==> config.mk <==
export PLATFORM = sky130hd
export DESIGN_NAME = matrix_row_serializer
export DESIGN_NICKNAME = d
export VERILOG_FILES = /design/src/rtl/matrix_row_serializer.sv
export SDC_FILE = /design/constraint.sdc
export NUM_CORES = 1
export LEC_CHECK = 0
export CORE_UTILIZATION = 39
export DETAILED_ROUTE_END_ITERATION = 8
export GPL_TIMING_DRIVEN = 1
export PLACE_DENSITY = 0.66
export SLEW_MARGIN = 20
export SYNTH_ARGS = -nofsm -noshare
export SYNTH_HDL_FRONTEND = slang
export SYNTH_SLANG_ARGS = --single-unit
==> constraint.sdc <==
create_clock -name clk -period 7.2 [get_ports clk]
set_input_delay 1.08 -clock clk [delete_from_list [all_inputs] [get_ports clk]]
set_output_delay 1.08 -clock clk [all_outputs]
set_load 0.02 [all_outputs]
==> src/rtl/matrix_row_serializer.sv <==
// matrix_row_serializer
// Buffers ROWSxCOLS result words in a small FIFO and replays each word one
// row at a time over a valid/accept handshake. Row 0 is the top COLS bits.
// Words that arrive while the FIFO is full are dropped and flagged.
module matrix_row_serializer #(
    parameter int ROWS  = 5,
    parameter int COLS  = 5,
    parameter int DEPTH = 2
) (
    input  logic                   clk,
    input  logic                   rst,
    input  logic [ROWS*COLS-1:0]   in,
    input  logic                   inValid,
    output logic                   canAccept,
    output logic [COLS-1:0]        rowOut,
    output logic                   rowValid,
    input  logic                   rowAccept,
    output logic                   lastRow,
    output logic                   overflow,
    output logic                   empty
);

    localparam int W  = ROWS * COLS;
    localparam int AW = $clog2(DEPTH);
    localparam int CW = $clog2(DEPTH + 1);
    localparam int RW = (ROWS > 1) ? $clog2(ROWS) : 1;

    localparam logic [CW-1:0] FULL_COUNT = CW'(DEPTH);
    localparam logic [RW-1:0] LAST_ROW   = RW'(ROWS - 1);

    typedef enum logic {
        IDLE = 1'b0,
        SEND = 1'b1
    } state_t;

    state_t          state_reg;
    state_t          state_next;

    logic [W-1:0]    mem [DEPTH];
    logic [AW-1:0]   wr_ptr_reg;
    logic [AW-1:0]   rd_ptr_reg;
    logic [CW-1:0]   count_reg;
    logic [W-1:0]    shift_reg;
    logic [RW-1:0]   row_cnt_reg;
    logic            overflow_reg;

    logic            load;
    logic            shift;
    logic            push;
    logic            fifo_full;
    logic            fifo_has_word;

    assign fifo_full     = (count_reg == FULL_COUNT);
    assign fifo_has_word = (count_reg != '0);

    // A pop in the same cycle frees a slot, so a full FIFO can still take a word.
    assign push = inValid && (!fifo_full || load);

    // State register.
    always_ff @(posedge clk) begin
        if (rst) begin
            state_reg <= IDLE;
        end else begin
            state_reg <= state_next;
        end
    end

    // Next-state logic: decides when to load (pop) a word and when to shift a row out.
    always_comb begin
        state_next = state_reg;
        load       = 1'b0;
        shift      = 1'b0;
        case (state_reg)
            IDLE: begin
                if (fifo_has_word) begin
                    load       = 1'b1;
                    state_next = SEND;
                end
            end
            SEND: begin
                if (rowAccept) begin
                    if (row_cnt_reg == LAST_ROW) begin
                        // Chain straight into the next word to avoid a bubble.
                        if (fifo_has_word) begin
                            load = 1'b1;
                        end else begin
                            state_next = IDLE;
                        end
                    end else begin
                        shift = 1'b1;
                    end
                end
            end
            default: state_next = IDLE;
        endcase
    end

    // FIFO storage write port; no reset so it maps onto plain RAM.
    always_ff @(posedge clk) begin
        if (push) begin
            mem[wr_ptr_reg] <= in;
        end
    end

    // FIFO pointers, occupancy and the sticky drop flag.
    always_ff @(posedge clk) begin
        if (rst) begin
            wr_ptr_reg   <= '0;
            rd_ptr_reg   <= '0;
            count_reg    <= '0;
            overflow_reg <= 1'b0;
        end else begin
            if (push) begin
                wr_ptr_reg <= wr_ptr_reg + AW'(1);
            end
            if (load) begin
                rd_ptr_reg <= rd_ptr_reg + AW'(1);
            end
            case ({push, load})
                2'b10:   count_reg <= count_reg + CW'(1);
                2'b01:   count_reg <= count_reg - CW'(1);
                default: count_reg <= count_reg;
            endcase
            if (inValid && !push) begin
                overflow_reg <= 1'b1;
            end
        end
    end

    // Shift register doubles as the registered RAM read; row counter tracks position in the word.
    always_ff @(posedge clk) begin
        if (rst) begin
            shift_reg   <= '0;
            row_cnt_reg <= '0;
        end else if (load) begin
            shift_reg   <= mem[rd_ptr_reg];
            row_cnt_reg <= '0;
        end else if (shift) begin
            shift_reg   <= shift_reg << COLS;
            row_cnt_reg <= row_cnt_reg + RW'(1);
        end
    end

    assign rowOut    = shift_reg[W-1 -: COLS];
    assign rowValid  = (state_reg == SEND);
    assign lastRow   = (state_reg == SEND) && (row_cnt_reg == LAST_ROW);
    assign canAccept = !fifo_full;
    assign overflow  = overflow_reg;
    assign empty     = !fifo_has_word && (state_reg == IDLE);

endmodule

==> results of run 1 <==
==> power groups by stage <==
stage / clock, mW / combinational [mW] / sequential [mW]
2_1_floorplan: 0 / 0.0971 / 0.575
3_3_place_gp: 0 / 0.128 / 0.579
3_5_place_dp: 0 / 0.131 / 0.580
4_1_cts: 0.340 / 0.132 / 0.568
5_1_grt: 0.357 / 0.143 / 0.572
6_report: 0.331 / 0.130 / 0.569
==> kinds of logic (layout without fill, tap and decap cells) <==
logic type,count (synthesis),in the layout,synth area share [%]
simple gates,93,93,13.1
flops,85,85,64.1
compound gates,53,53,12.7
buf+inv,29,63,5.57
mux,8,8,2.55
xor+xnor,5,5,1.28
fa+ha+maj,2,2,0.728
==> final cells by class <==
type / count / area (µm²) / share of cell area (%)
sequential: 85 / 2200 / 54.9
multi-input combinational: 161 / 1050 / 26.1
timing repair buffer: 43 / 418 / 10.4
clock buffer: 14 / 163 / 4.06
tap: 105 / 131 / 3.28
clock inverter: 2 / 33.8 / 0.843
inverter: 4 / 15.0 / 0.375
==> worst paths after layout <==
path,startpoint,endpoint,depth (start not counted)
min,shift_reg[0]$_SDFFE_PP0P_,shift_reg[0]$_SDFFE_PP0P_,2
min reg2reg,shift_reg[0]$_SDFFE_PP0P_,shift_reg[0]$_SDFFE_PP0P_,2
max,row_cnt_reg[0]$_SDFFE_PP0P_,lastRow,4
max reg2reg,row_cnt_reg[0]$_SDFFE_PP0P_,shift_reg[17]$_SDFFE_PP0P_,6
==> metal layers <==
metal	up-vias	global-route usage, %	wire [µm]
met1	1009	18.6	2900
met2	39	22.5	2830
met3	11	3.16	196
met5	-	0	0
li1	1060	-	-
met4	0	6.84	117
==> stage by stage <==
step           util [%]  std cells  worst slack (ps)  power [mW]  instance area [µm²]
2_1_floorplan         -        275              4320       0.672                 3430
3_3_place_gp       45.5        398              4310       0.707                 3810
3_5_place_dp       45.5        398              4280       0.711                 3810
4_1_cts            47.8        414              4370        1.04                 4010
5_1_grt            47.8        414              4310        1.07                 4010
6_report           47.8        414              4390        1.03                 4010
==> layout by cell type (no fill, tap or decap), types with 5 or more instances in the layout <==
cell             count
edfxtp_1            50
nand2_1             46
clkdlybuf4s50_1     38
dfxtp_1             35
nor2b_1             19
a311oi_1            19
a211oi_1            13
clkbuf_8            11
nand3_1              8
a21oi_1              8
mux2_2               6
a211oi_2             6
buf_4                5
==> worst register-to-register path, cell delays in order (launching register included) <==
cell and delay (ps):
dfxtp_1 390, inv_1 60, ha_1 240, nand2_1 120, and3_1 710, nand2_1 140
a311oi_1 300
==> run metrics, run 1 <==
run status finished clean; clock power share 32.2%; synth-to-layout area growth 16.7%; Die Span X approximately 96 µm; Yosys warning count 0; number of placement rows 33; number of sinks handled by clock tree synthesis 85; number of antenna-violating nets in the routed design 0; Detailed Routing Iterations Pass 1 4; maximum number of pins on one net before global-route repair 45; Avg Vias per Cell approximately 5.1; Routed Wire Length roughly 6.0 mm; count of fill cells added during filler insertion roughly 740; peak clock frequency supported by timing 0.356 GHz; detailed router's first-iteration violation count between 100 and 150; asr flop ratio synth 0%; Tmin final between 2000 and 3000 ps; first-pass GRT wire length 9.73 mm; CTS tree done; sequential fraction of the synthesis area ~64%; part of the power in registers 55.2%; number of nets in the finished design 335; post-CTS setup repair buffer count 0; total die area roughly 0.009 mm²; transition time of the tightest slew-check pin 948 ps; total of buffers placed on input and output ports 38; Yosys cell types 36; number of nets produced by synthesis 306; Yosys reg bits 85; Setup crit end kind primary output; hold violation count in the final report 0; via count approximately 2,100; routability-driven placement congestion ratio 0.732; Syn Area/Cell around 12 µm²; remaining max-slew budget at the tightest pin roughly 37%; total congestion overflow after global routing 0; Crit path required time just over 6000 ps; clock buffer count from CTS 9; largest area contributor in the synthesized netlist edfxtp_1; type of the setup path with the least slack flip-flop to primary output; top post-synthesis cells by count 50 x edfxtp_1, 46 x nand2_1, 35 x dfxtp_1; switching share of power 23.5%; Resized cells post-CTS 0; Setup TNS 0 ps; Top Family by Delay on Critical Path buffers and inverters; quantity of hold-fixing buffers added after cts 0; leading cell types by total area after synthesis edfxtp_1 44%, dfxtp_1 20%, nand2_1 5.0%; most common flop cell mapped by yosys edfxtp_1; HPWL reported at the end of detailed placement around 3.7 mm; Tot GR Track Use 14.3%; largest driver fanout on the critical path 4; die height 95.8 µm; RSZ-0062 raised after global routing no; Power Internal 0.788 mW; post-detailed-route DRC marker count 0; worst min path class flip-flop to flip-flop; clock root cell clkbuf_8; worst vdd rail ir drop 0.000106 V; Mapped Area around 0.0034 mm²; initial antenna violation count 0; synthesized instance count ~280; Period Utilization, post-route between 30% and 40%; core area 0.00838 mm²; number of enable flip-flop cells after synthesis 50; Cell Chain, Critical Path inv_1, ha_1, and3_1, clkdlybuf4s50_1; power density over the cells about 260 mW/mm²; worst hold slack after final layout roughly 470 ps; category of the worst setup path launch point flip-flop; diode insertion count for antenna repair 0; fraction of layout cells with a size suffix above 1 between 10% and 20%; worst-skew pair later-pin latency between 300 and 400 ps; reg-to-reg slack, setup just over 5000 ps; Initial Utilization roughly two fifths; endpoint arrival time on the critical path approximately 1700 ps; combinational cell fraction of total power 12.6%; Bufs on Longest Clock Path 2; worst-path cell with the longest stage delay clkdlybuf4s50_1; final number of max-transition violations 0; P_sw between 0.2 and 0.25 mW; library cell with the highest instance count after synthesis edfxtp_1; fraction of synthesized cell area taken by the top area cell type about 44%; largest stage delay on the critical path between 500 and 600 ps; via count of the first global-routing pass 1,967; number of flip-flops in the largest register 50; routed wire length per instance roughly 15 µm; Max H-tree Level 3; clock-pin transition on the worst setup and hold timing paths 80 ps; combined buffer and inverter count along the critical path 2; total setup violations reported at the end of the flow 0; clock skew around 6.0 ps; count of boundary I/O pins 39; max-capacitance violation count 0; P_leak between 1 and 1.5 nW
(Power assumes the default switching activity.)
==> run 2: changes to the inputs <==
==> constraint.sdc (replaced) <==
create_clock -name clk -period 2.9 [get_ports clk]
set_input_delay 0.435 -clock clk [delete_from_list [all_inputs] [get_ports clk]]
set_output_delay 0.435 -clock clk [all_outputs]
set_load 0.02 [all_outputs]
==> run 2 against run 1 <==
Net effect:
- worst hold slack better by 1.1 ps
- critical endpoint unchanged
- combinational power rose to 2.5 times the previous value
- clock skew is 3.9 ps higher
- sequential power up 150%
- critical path type unchanged
- sequential share of layout area fell by 0.83 points
- register-to-register slack got worse by 4200 ps
==> run metrics, run 2 (same netlist as run 1, synthesis figures left out) <==
crit path setup slack, layout 744 ps (was 4390 ps); via count 2,157 (was 2,119); post-CTS setup repair buffer count 0 (unchanged); worst-skew pair later-pin latency 340 ps (about the same); number of nets in the finished design 337 (was 335); Setup TNS 0 ps (unchanged); detailed router's first-iteration violation count 93 (was 113); largest stage delay on the critical path 600 ps (was 530 ps); largest driver fanout on the critical path 4 (unchanged); Setup crit end kind primary output (unchanged); worst-path cell with the longest stage delay clkdlybuf4s50_1 (unchanged); worst min path class flip-flop to flip-flop (unchanged); switching share of power 22.9% (was 23.5%); total setup violations reported at the end of the flow 0 (unchanged); combinational cell fraction of total power 12.3% (was 12.6%); clock buffer count from CTS 9 (unchanged); end-of-flow core utilization 48.6% (was 47.8%); peak clock frequency supported by timing approximately 0.46 GHz; diode insertion count for antenna repair 0 (unchanged); Top Family by Delay on Critical Path buffers and inverters (unchanged); Routed Wire Length 5.99 mm (was 6.05 mm); count of boundary I/O pins 39 (unchanged); Initial Utilization 41.0% (unchanged); combined buffer and inverter count along the critical path 2 (unchanged); Bufs on Longest Clock Path 2 (unchanged); commonest cells after routing, fill and taps aside 50 x edfxtp_1, 46 x nand2_1, 38 x clkdlybuf4s50_1 (unchanged); part of the power in registers 53.2% (was 55.2%); die height 95.8 µm (unchanged); P_sw 0.608 mW (was 0.241 mW); remaining max-slew budget at the tightest pin 51.2% (was 36.6%); total die area 0.00919 mm² (unchanged); clock root cell clkbuf_8 (unchanged); multi-input logic area 0.00105 mm² (unchanged); Resized cells post-CTS 0 (unchanged); setup slack at placement 677 ps (was 4280 ps); worst vdd rail ir drop 0.000350 V (was 0.000106 V); max-capacitance violation count 0 (unchanged); Power Internal 2.04 mW (was 0.788 mW); Max H-tree Level 3 (unchanged); type of the setup path with the least slack flip-flop to primary output (unchanged); Crit path required time 2470 ps (was 6120 ps); category of the worst setup path launch point flip-flop (unchanged); transition time of the tightest slew-check pin 730 ps (was 948 ps); initial antenna violation count 0 (unchanged); flip-flop and latch area 0.00220 mm² (unchanged); maximum number of pins on one net before global-route repair 45 (unchanged); Cell Chain, Critical Path inv_1, ha_1, and3_1, clkdlybuf4s50_1 (unchanged); clock skew 9.92 ps (was 5.98 ps); total congestion overflow after global routing 0 (unchanged); most common library cell in the layout ignoring fill and taps edfxtp_1 (unchanged); via count of the first global-routing pass 2,052 (was 1,967); routed wire length per instance 14.4 µm (was 14.6 µm); Tmin final between 2000 and 2500 ps; number of antenna-violating nets in the routed design 0 (unchanged); Die Span X 95.8 µm (unchanged); run status finished clean (unchanged); total of buffers placed on input and output ports 38 (unchanged); final number of max-transition violations 0 (unchanged); fraction of layout cells with a size suffix above 1 12.5% (was 11.3%); power density over the cells 652 mW/mm² (was 257 mW/mm²); number of placement rows 33 (unchanged); core area 0.00838 mm² (unchanged); Period Utilization, post-route about 74%; quantity of hold-fixing buffers added after cts 0 (unchanged); Avg Vias per Cell 5.19 (was 5.12); post-detailed-route DRC marker count 0 (unchanged); endpoint arrival time on the critical path 1720 ps (was 1730 ps); number of sinks handled by clock tree synthesis 85 (unchanged); CTS tree done (unchanged); synth-to-layout area growth 18.5% (was 16.7%); number of flip-flops in the largest register 50 (unchanged); clock-pin transition on the worst setup and hold timing paths 70 ps (was 80 ps); Tot GR Track Use 14.4% (was 14.3%); first-pass GRT wire length 9.86 mm (was 9.73 mm); HPWL reported at the end of detailed placement 3.81 mm (was 3.67 mm); routability-driven placement congestion ratio 0.741 (was 0.732); Detailed Routing Iterations Pass 1 6 (was 4); hold violation count in the final report 0 (unchanged); count of fill cells added during filler insertion 761 (was 744); P_leak 1.33 nW (was 1.29 nW); RSZ-0062 raised after global routing no (unchanged); clock power share 34.5% (was 32.2%)
==> run 2: worst register-to-register path, delay by kind of cell, from the launching register on <==
| family | cells | cell delay (ps) |
|---|---|---|
| flip-flops | 1 | 380 |
| adder cells (fa/ha/maj) | 1 | 240 |
| AO/OA/AOI/OAI | 1 | 420 |
| buffers and inverters | 2 | 310 |
| AND/OR/NAND/NOR | 2 | 260 |
==> run 2: power by group through the flow <==
stage | Combinational (mW) | Sequential (mW) | Clock [mW]
after floorplan | 0.241 | 1.43 | 0
after global placement | 0.325 | 1.44 | 0
after global routing | 0.360 | 1.42 | 0.983
final | 0.327 | 1.41 | 0.914
after detailed placement | 0.330 | 1.44 | 0
after CTS | 0.331 | 1.41 | 0.931
==> run 2: final cells by class <==
class	instances	share of cell area, %
Tap cell	105	3.23
Clock inverter	2	0.861
Multi-Input combinational cell	161	25.7
Inverter	4	0.369
Timing Repair Buffer	45	10.9
Sequential cell	85	54.1
Clock buffer	14	4.80
==> run 2: stage by stage <==
stage	instance area (µm²)	hold WS, ps	total power, mW	instances
after floorplan	3430	444	1.67	275
after global placement	3840	455	1.76	400
after detailed placement	3840	460	1.77	400
after CTS	4070	474	2.67	416
after global routing	4070	491	2.76	416
final	4070	471	2.65	416
==> run 2: final timing paths <==
kind / startpoint / end / slack, ps / depth (start not counted)
max reg2reg: row_cnt_reg[0]$_SDFFE_PP0P_ / mem[0][17]$_DFFE_PP_ / 1000 / 6
max: row_cnt_reg[0]$_SDFFE_PP0P_ / lastRow / 740 / 4
min reg2reg: shift_reg[4]$_SDFFE_PP0P_ / shift_reg[4]$_SDFFE_PP0P_ / 470 / 2
min: shift_reg[4]$_SDFFE_PP0P_ / shift_reg[4]$_SDFFE_PP0P_ / 470 / 2
==> run 2: per-layer routing <==
metal	up-vias	track usage, %	part of all wire [%]
met5	-	0	0
met4	0	3.73	0.67
met3	4	5.29	4.7
met2	51	23.1	49
met1	1030	18.3	46
li1	1072	-	-
